==> src/rtl/fetch_pc_if.sv <==
// fetch_pc_if: branch-control, instruction-memory and decode-side signals of
// the fetch stage. The fetch unit connects through the master modport; the
// surrounding environment (branch unit, memory, decode) uses the slave modport.
interface fetch_pc_if #(
  parameter int ADDR_W = 16,
  parameter int DATA_W = 32
);
  logic [1:0]        muxc5;
  logic              ex_valid;
  logic [ADDR_W-1:0] br_target;
  logic [ADDR_W-1:0] jmp_target;
  logic              imem_req;
  logic [ADDR_W-1:0] imem_addr;
  logic              imem_gnt;
  logic              imem_rvalid;
  logic [DATA_W-1:0] imem_rdata;
  logic              if_valid;
  logic              if_ready;
  logic [DATA_W-1:0] if_instr;
  logic [ADDR_W-1:0] if_pc;

  modport master (
    input  muxc5, ex_valid, br_target, jmp_target,
    input  imem_gnt, imem_rvalid, imem_rdata, if_ready,
    output imem_req, imem_addr, if_valid, if_instr, if_pc
  );

  modport slave (
    output muxc5, ex_valid, br_target, jmp_target,
    output imem_gnt, imem_rvalid, imem_rdata, if_ready,
    input  imem_req, imem_addr, if_valid, if_instr, if_pc
  );
endinterface

==> src/rtl/fetch_pc_unit.sv <==
// fetch_pc_unit: instruction-fetch stage. Owns the PC, issues word-addressed
// requests, matches in-order responses against a 2-entry tag queue and
// buffers {pc, instr} in a 2-entry output FIFO toward decode. A taken branch
// or jump redirects the PC, flushes both queues and drops the responses still
// in flight.
// Optional feature: define FETCH_STATS_EN to add a saturating 16-bit
// redirect_cnt output.
module fetch_pc_unit #(
  parameter int              ADDR_W   = 16,
  parameter int              DATA_W   = 32,
  parameter logic [ADDR_W-1:0] RESET_PC = '0
) (
  input  logic         clk,
  input  logic         rst_n,
  fetch_pc_if.master   bus
`ifdef FETCH_STATS_EN
  ,
  output logic [15:0]  redirect_cnt
`endif
);

  typedef enum logic [1:0] {
    IDLE  = 2'd0,
    FETCH = 2'd1,
    DRAIN = 2'd2
  } state_t;

  state_t            state;
  logic [ADDR_W-1:0] pc;

  // in-flight bookkeeping
  logic [1:0]        outstanding;
  logic [1:0]        drop_cnt;

  // tag queue of issued addresses (tag0 is the oldest)
  logic [ADDR_W-1:0] tag0;
  logic [ADDR_W-1:0] tag1;
  logic [1:0]        tq_cnt;

  // output FIFO: head entry is the registered decode-side output
  logic [ADDR_W-1:0] head_pc;
  logic [DATA_W-1:0] head_instr;
  logic [ADDR_W-1:0] tail_pc;
  logic [DATA_W-1:0] tail_instr;
  logic [1:0]        fifo_cnt;

  logic              redirect;
  logic [ADDR_W-1:0] target;
  logic              rsp;
  logic              keep;
  logic              drop;
  logic              pop;
  logic [2:0]        occ;
  logic              req;
  logic              accept;
  logic [1:0]        inflight_left;

  // Request credit and response classification
  always_comb begin
    redirect      = bus.ex_valid && ((bus.muxc5 == 2'b10) || (bus.muxc5 == 2'b01));
    target        = (bus.muxc5 == 2'b10) ? bus.br_target : bus.jmp_target;
    // a strobe with nothing outstanding is a protocol error and is ignored
    rsp           = bus.imem_rvalid && (outstanding != 2'd0);
    keep          = rsp && (drop_cnt == 2'd0) && !redirect;
    drop          = rsp && (drop_cnt != 2'd0) && !redirect;
    pop           = (fifo_cnt != 2'd0) && bus.if_ready && !redirect;
    inflight_left = outstanding - {1'b0, rsp};
    // A same-cycle pop frees a FIFO slot before any new response can land,
    // so it counts as credit; this keeps one instruction per cycle flowing
    // with single-cycle memory while still bounding occupancy to two.
    occ           = {1'b0, outstanding} + {1'b0, fifo_cnt} - {2'b00, pop};
    req           = (state == FETCH) && !redirect && (occ < 3'd2);
    accept        = req && bus.imem_gnt;
  end

  assign bus.imem_req  = req;
  assign bus.imem_addr = pc;
  assign bus.if_valid  = (fifo_cnt != 2'd0);
  assign bus.if_pc     = head_pc;
  assign bus.if_instr  = head_instr;

  // Control FSM: start fetching after reset, wait out stale responses after a redirect
  always_ff @(posedge clk) begin
    if (!rst_n) begin
      state <= IDLE;
    end else begin
      case (state)
        IDLE:  state <= FETCH;
        FETCH: if (redirect && (inflight_left != 2'd0)) state <= DRAIN;
        DRAIN: begin
          if (redirect) begin
            state <= DRAIN;
          end else if ((drop_cnt == 2'd0) || ((drop_cnt == 2'd1) && drop)) begin
            state <= FETCH;
          end
        end
        default: state <= IDLE;
      endcase
    end
  end

  // Program counter: redirect wins over sequential advance
  always_ff @(posedge clk) begin
    if (!rst_n) begin
      pc <= RESET_PC;
    end else if (redirect) begin
      pc <= target;
    end else if (accept) begin
      pc <= pc + 1'b1;
    end
  end

  // Outstanding-request and drop counters
  always_ff @(posedge clk) begin
    if (!rst_n) begin
      outstanding <= 2'd0;
      drop_cnt    <= 2'd0;
    end else begin
      outstanding <= outstanding + {1'b0, accept} - {1'b0, rsp};
      if (redirect) begin
        // everything still in flight after this cycle belongs to the old path
        drop_cnt <= inflight_left;
      end else if (drop) begin
        drop_cnt <= drop_cnt - 2'd1;
      end
    end
  end

  // Tag queue: push issued PC on accept, pop oldest on a kept response
  always_ff @(posedge clk) begin
    if (!rst_n) begin
      tq_cnt <= 2'd0;
    end else if (redirect) begin
      tq_cnt <= 2'd0;
    end else begin
      tq_cnt <= tq_cnt + {1'b0, accept} - {1'b0, keep};
      case ({accept, keep})
        2'b10: begin
          if (tq_cnt == 2'd0) tag0 <= pc;
          else                tag1 <= pc;
        end
        2'b01: tag0 <= tag1;
        2'b11: begin
          if (tq_cnt == 2'd1) begin
            tag0 <= pc;
          end else begin
            tag0 <= tag1;
            tag1 <= pc;
          end
        end
        default: ;
      endcase
    end
  end

  // Output FIFO: kept responses enter with their tag, decode pops the head
  always_ff @(posedge clk) begin
    if (!rst_n) begin
      fifo_cnt   <= 2'd0;
      head_pc    <= '0;
      head_instr <= '0;
    end else if (redirect) begin
      fifo_cnt <= 2'd0;
    end else begin
      fifo_cnt <= fifo_cnt + {1'b0, keep} - {1'b0, pop};
      case ({keep, pop})
        2'b10: begin
          if (fifo_cnt == 2'd0) begin
            head_pc    <= tag0;
            head_instr <= bus.imem_rdata;
          end else begin
            tail_pc    <= tag0;
            tail_instr <= bus.imem_rdata;
          end
        end
        2'b01: begin
          if (fifo_cnt == 2'd2) begin
            head_pc    <= tail_pc;
            head_instr <= tail_instr;
          end
        end
        2'b11: begin
          if (fifo_cnt == 2'd1) begin
            head_pc    <= tag0;
            head_instr <= bus.imem_rdata;
          end else begin
            head_pc    <= tail_pc;
            head_instr <= tail_instr;
            tail_pc    <= tag0;
            tail_instr <= bus.imem_rdata;
          end
        end
        default: ;
      endcase
    end
  end

`ifdef FETCH_STATS_EN
  // Saturating count of taken redirects
  always_ff @(posedge clk) begin
    if (!rst_n) begin
      redirect_cnt <= 16'd0;
    end else if (redirect && (redirect_cnt != 16'hFFFF)) begin
      redirect_cnt <= redirect_cnt + 16'd1;
    end
  end
`endif

endmodule
==> src/flat_wrapper.sv <==
// flat-port wrapper written by rule: the top's interface ports become plain ports
module fetch_pc_unit_flat 
#(
  parameter int              ADDR_W   = 16,
  parameter int              DATA_W   = 32,
  parameter logic [ADDR_W-1:0] RESET_PC = '0
)
  (clk, rst_n, bus_muxc5, bus_ex_valid, bus_br_target, bus_jmp_target, bus_imem_gnt, bus_imem_rvalid, bus_imem_rdata, bus_if_ready, bus_imem_req, bus_imem_addr, bus_if_valid, bus_if_instr, bus_if_pc);
  fetch_pc_if #(.ADDR_W(ADDR_W), .DATA_W(DATA_W)) bus_i ();
  input  logic clk;
  input  logic rst_n;
  input wire logic [$bits(bus_i.muxc5)-1:0] bus_muxc5;
  input wire logic [$bits(bus_i.ex_valid)-1:0] bus_ex_valid;
  input wire logic [$bits(bus_i.br_target)-1:0] bus_br_target;
  input wire logic [$bits(bus_i.jmp_target)-1:0] bus_jmp_target;
  input wire logic [$bits(bus_i.imem_gnt)-1:0] bus_imem_gnt;
  input wire logic [$bits(bus_i.imem_rvalid)-1:0] bus_imem_rvalid;
  input wire logic [$bits(bus_i.imem_rdata)-1:0] bus_imem_rdata;
  input wire logic [$bits(bus_i.if_ready)-1:0] bus_if_ready;
  output wire logic [$bits(bus_i.imem_req)-1:0] bus_imem_req;
  output wire logic [$bits(bus_i.imem_addr)-1:0] bus_imem_addr;
  output wire logic [$bits(bus_i.if_valid)-1:0] bus_if_valid;
  output wire logic [$bits(bus_i.if_instr)-1:0] bus_if_instr;
  output wire logic [$bits(bus_i.if_pc)-1:0] bus_if_pc;
  assign bus_i.muxc5 = bus_muxc5;
  assign bus_i.ex_valid = bus_ex_valid;
  assign bus_i.br_target = bus_br_target;
  assign bus_i.jmp_target = bus_jmp_target;
  assign bus_i.imem_gnt = bus_imem_gnt;
  assign bus_i.imem_rvalid = bus_imem_rvalid;
  assign bus_i.imem_rdata = bus_imem_rdata;
  assign bus_i.if_ready = bus_if_ready;
  assign bus_imem_req = bus_i.imem_req;
  assign bus_imem_addr = bus_i.imem_addr;
  assign bus_if_valid = bus_i.if_valid;
  assign bus_if_instr = bus_i.if_instr;
  assign bus_if_pc = bus_i.if_pc;
  fetch_pc_unit #(.ADDR_W(ADDR_W), .DATA_W(DATA_W), .RESET_PC(RESET_PC)) u_core (.clk(clk), .rst_n(rst_n), .bus(bus_i));
endmodule
==> config.mk <==
export PLATFORM = sky130hd
export DESIGN_NAME = fetch_pc_unit_flat
export DESIGN_NICKNAME = d
export VERILOG_FILES = /design/src/rtl/fetch_pc_if.sv /design/src/rtl/fetch_pc_unit.sv /design/src/flat_wrapper.sv
export SDC_FILE = /design/constraint.sdc
export NUM_CORES = 1
export LEC_CHECK = 0
export CORE_ASPECT_RATIO = 0.6
export CORE_MARGIN = 3
export CORE_UTILIZATION = 51
export DETAILED_ROUTE_END_ITERATION = 12
export GPL_TIMING_DRIVEN = 0
export PLACE_DENSITY = 0.8
export REMOVE_ABC_BUFFERS = 1
export SYNTH_ARGS = -nofsm -noshare
export SYNTH_HDL_FRONTEND = slang
export SYNTH_SLANG_ARGS = --single-unit
==> constraint.sdc <==
create_clock -name clk -period 8.5 [get_ports clk]
set_clock_uncertainty 0.15 [all_clocks]
set_input_delay 1.7 -clock clk [delete_from_list [all_inputs] [get_ports clk]]
set_output_delay 1.7 -clock clk [all_outputs]
set_load 0.02 [all_outputs]
==> qor.log, run 1 <==
[finish] commonest cells after routing, fill and taps aside clkdlybuf4s50_1 (137), nand2_1 (110), edfxtp_1 (80)
[sta] portion of the clock cycle consumed by the worst path in the final layout 85.5%
[worst_setup_path] crit path kind in -> out
[detailed_routing] detailed-router iteration count before antenna repair 6
[finish] # diodes 0
[flow_run] max cap viols 0
[clocking] worst-skew pair later-pin latency 0.42 ns
[worst_setup_path] reg2reg end u_core.tag0[5]$_DFFE_PP_
[yosys] number of distinct library cells after synthesis 49
[global_routing] largest net degree at the start of global routing 81
[worst_setup_path] required time worst endpoint 6.65 ns
[finish] area grow syn2layout 34.7%
[detailed_routing] vias after detailed routing 5409
[yosys] FFs w/ async S/R, synth 0%
[worst_setup_path] CP max-delay cell nand2b_4
[yosys] count of state elements after synthesis 154
[clocking] number of buffers inserted during clock tree synthesis 17
[global_routing] antenna violations before repair 0
[floorplanning] Ports 138
[clocking] hold_buf cts 0
[detailed_routing] Metal-1 WL 7550 µm
[sta] Worst-Margin Slew 1.00 ns
[detailed_routing] number of violations reported at the end of detailed-routing iteration 0 369
[worst_hold_path] capture endpoint of the worst hold path u_core.tail_pc[2]$_DFFE_PP_
[detailed_routing] per-cell via count in the routed design 6.02
[sta] max-slew headroom at the worst pin 33.2%
[yosys] count of mapped cells out of synthesis 595
[floorplanning] effective utilization at floorplan 53.3%
[sta] final critical-path setup slack 1.23 ns
[clocking] Clock Sinks 154
[sta] Hold Vio Cnt, Final 0
[detailed_routing] total DRC errors in the routed layout 0
[clocking] # H-tree levels 4
[finish] leading cell type in the layout, fill and taps excluded clkdlybuf4s50_1
[clocking] post-cts gate resize count 0
[yosys] flip-flop cell with the highest count after synthesis edfxtp_1
[worst_hold_path] critical hold path startpoint u_core.tag0[2]$_DFFE_PP_
[finish] Post-Layout Inst Area 8850 µm²
[floorplanning] horizontal die dimension 153 µm
[worst_setup_path] kind of cell adding the most delay to the critical path simple AND/OR/NAND/NOR gates
[global_routing] gr usage total 24.1%
[yosys] sequential share of the synthesized area 59.1%
[worst_setup_path] Worst R2R Start u_core.fifo_cnt[1]$_SDFF_PP0_
[yosys] mean post-synth cell area 11.0 µm²
[global_routing] vias in the first global route 5317
[sta] setup repair after global routing missed its margin no
[clocking] number of buffers on the longest clock path 2
[sta] fin. max-slew vios 0
[floorplanning] number of rows created at floorplan 31
[placement] hpwl dp 11400 µm
[yosys] total number of yosys warnings 0
[yosys] Syn Std Cell Area 6570 µm²
[worst_setup_path] cell count of the worst reg-to-reg path 8
[detailed_routing] highest routed metal layer met4
[placement] Port-buffer cells 137
[status] status finished clean
[worst_hold_path] worst min-delay path category reg -> reg
[detailed_routing] routed wirelength normalized by instance count 19.3 µm
[finish] share of final-layout standard cells stronger than drive strength 1 11.2%
[placement] Area after DPL 8190 µm²
[clocking] Setup Buffers After CTS 0
[worst_setup_path] Critical Path AT 5.42 ns
[clocking] clock slew seen by the registers of the worst setup and hold paths 0.06 ns
[pwr] Pwr Density 276 nW/µm²
[floorplanning] height of the die 93.9 µm
[worst_setup_path] endpoint type of the worst setup path primary output
[sta] Final Critical Period 7.27 ns
[detailed_routing] Routed Wire Length 17300 µm
[global_routing] first-pass GRT wire length 27600 µm
[detailed_routing] count of antenna-violating nets left after detailed routing 0
[pwr] Pleak 3.08 nW
[worst_hold_path] hold path cells 0
[pwr] Peak VDD IR 0.149 mV
[floorplanning] area of the die 14300 µm²
[yosys] number of enable-type register cells in the synthesized netlist 80
[global_routing] grt total ovfl 0
[placement] pre-CTS setup slack 1.25 ns
[finish] final net count 803
[placement] routability-driven placement congestion ratio 0.814
[worst_setup_path] crit path launch type primary input
[clocking] clock tree from TritonCTS yes
[worst_setup_path] biggest cell delay along the critical path 0.73 ns
[floorplanning] Core ar. 12300 µm²
[sta] Highest Clock Rate 0.138 GHz
[worst_setup_path] Critical Path, Cell by Cell clkdlybuf4s50_1 -> inv_1 -> ha_1 -> nand2b_4 -> nand2_1 -> xnor2_1 -> nand2_1 -> fa_1 -> xnor2_2 -> nor4b_1 -> clkdlybuf4s50_1
[worst_setup_path] reg-to-reg setup timing slack 4.43 ns
[clocking] master cell of the clock root buffer clkbuf_16
[worst_setup_path] biggest fanout along the worst timing path 80
[detailed_routing] detailed-routed wire length on met2 8260 µm
[sta] Setup violations, final 0
[detailed_routing] wire length on met3 1290 µm
[worst_setup_path] CP bufs+invs 3
## worst reg2reg max path, cell delays in order, from the launching register on
cell and delay, ns:
dfxtp_1 0.40, or2_2 0.38, nor3b_1 0.18, fa_1 0.45, xnor2_2 0.27, or4_1 0.76, inv_1 0.21, nand3_1 0.11
a21oi_2 0.77
## state kept, by name, indices dropped and copies added, names as in the netlist
signal and flops:
u_core.bus.if_instr 32, u_core.fifo_cnt 2, u_core.tail_instr 32, u_core.bus.if_pc 16, u_core.state 2, u_core.tail_pc 16
u_core.bus.imem_addr 16, u_core.outstanding 2, u_core.tq_cnt 2, u_core.drop_cnt 2, u_core.tag1 16, u_core.tag0 16
## worst max-delay path by stage
| stage | endpoint | cells past startpoint | startpoint | slack (ns) |
|---|---|---|---|---|
| 6_report | bus_imem_req | 11 | bus_muxc5[0] | 1.23 |
| 5_1_grt | bus_imem_req | 11 | bus_muxc5[0] | 1.03 |
| 4_1_cts | bus_imem_req | 11 | bus_muxc5[0] | 1.26 |
| 3_5_place_dp | bus_imem_req | 11 | bus_muxc5[0] | 1.25 |
| 3_3_place_gp | u_core.tail_instr[6]$_DFFE_PP_ | 6 | bus_muxc5[0] | -2.78 |
| 2_1_floorplan | u_core.tail_instr[0]$_DFFE_PP_ | 5 | bus_muxc5[0] | 0.71 |
## through the flow
step	hold WS, ns	cells	utilization [%]	setup TNS (ns)	power (W)
floorplan	0.276	550	-	0	0.00134
global placement	0.286	852	64.6	-173.19	0.00162
detailed placement	0.284	865	66.4	0	0.00167
CTS	0.297	897	71.5	0	0.00245
global route	0.300	898	71.7	0	0.00255
finish	0.294	898	71.7	0	0.00244
## metal layers
layer | vias up | global-route usage [%]
met5 | - | 0
met3 | 31 | 5.84
met4 | 0 | 7.41
met1 | 2658 | 32.6
met2 | 237 | 39.0
li1 | 2483 | -
## final cells by class
cell class,instances,area [µm²]
Sequential cell,154,3880
Clock buffer,22,495
Tap cell,165,206
Fill cell,857,3490
Timing Repair Buffer,151,1570
Inverter,18,67.6
Multi-Input combinational cell,378,2500
Clock inverter,10,126
## cells by family after synthesis
family | after synthesis | share of synthesized area [%]
compound gates | 157 | 16.5
xor+xnor | 13 | 1.85
fa+ha+maj | 11 | 2.21
buf+inv | 63 | 3.77
flops | 154 | 59.1
mux | 27 | 4.51
simple gates | 170 | 12.0
## Yosys cell counts, types with 6 or more instances
library cell  number  area, µm²
dfxtp_1           74       1480
nor2_1            10       37.5
clkbuf_1          32        120
xnor2_1           10       87.6
buf_2              9       45.0
a211oi_1          10       75.1
a21oi_1           59        295
nand2_1          110        413
ha_1              10        125
mux2i_1            6       60.1
a31oi_1            6       37.5
mux2_2            21        236
edfxtp_1          80       2400
o21ai_0           14       70.1
a311oi_1          50        438
inv_1             18       67.6
## where the power goes
group | internal, W | switching (W) | total [W] | leakage, nW
combinational | 0.000320 | 0.000366 | 0.000686 | 1.44
sequential | 0.000900 | 0.0000743 | 0.000974 | 1.33
clock | 0.000478 | 0.000305 | 0.000783 | 0.303
total | 0.00170 | 0.000745 | 0.00244 | 3.08
No activity file was read; power rests on OpenSTA's default activity.
==> run 2: changes to the inputs <==
==> constraint.sdc (replaced) <==
create_clock -name clk -period 7.6 [get_ports clk]
set_clock_uncertainty 0.15 [all_clocks]
set_input_delay 1.52 -clock clk [delete_from_list [all_inputs] [get_ports clk]]
set_output_delay 1.52 -clock clk [all_outputs]
set_load 0.02 [all_outputs]
==> results of run 2 <==
The final DEF is identical to that of run 1. Status: finished clean.
Among the figures that moved: setup slack after placement 1.25 ns -> 0.713 ns; setup slack after layout 1.23 ns -> 0.692 ns; register-to-register setup slack 4.43 ns -> 3.53 ns; total power 0.00244 W -> 0.00273 W; worst IR drop on VDD 0.149 mV -> 0.167 mV
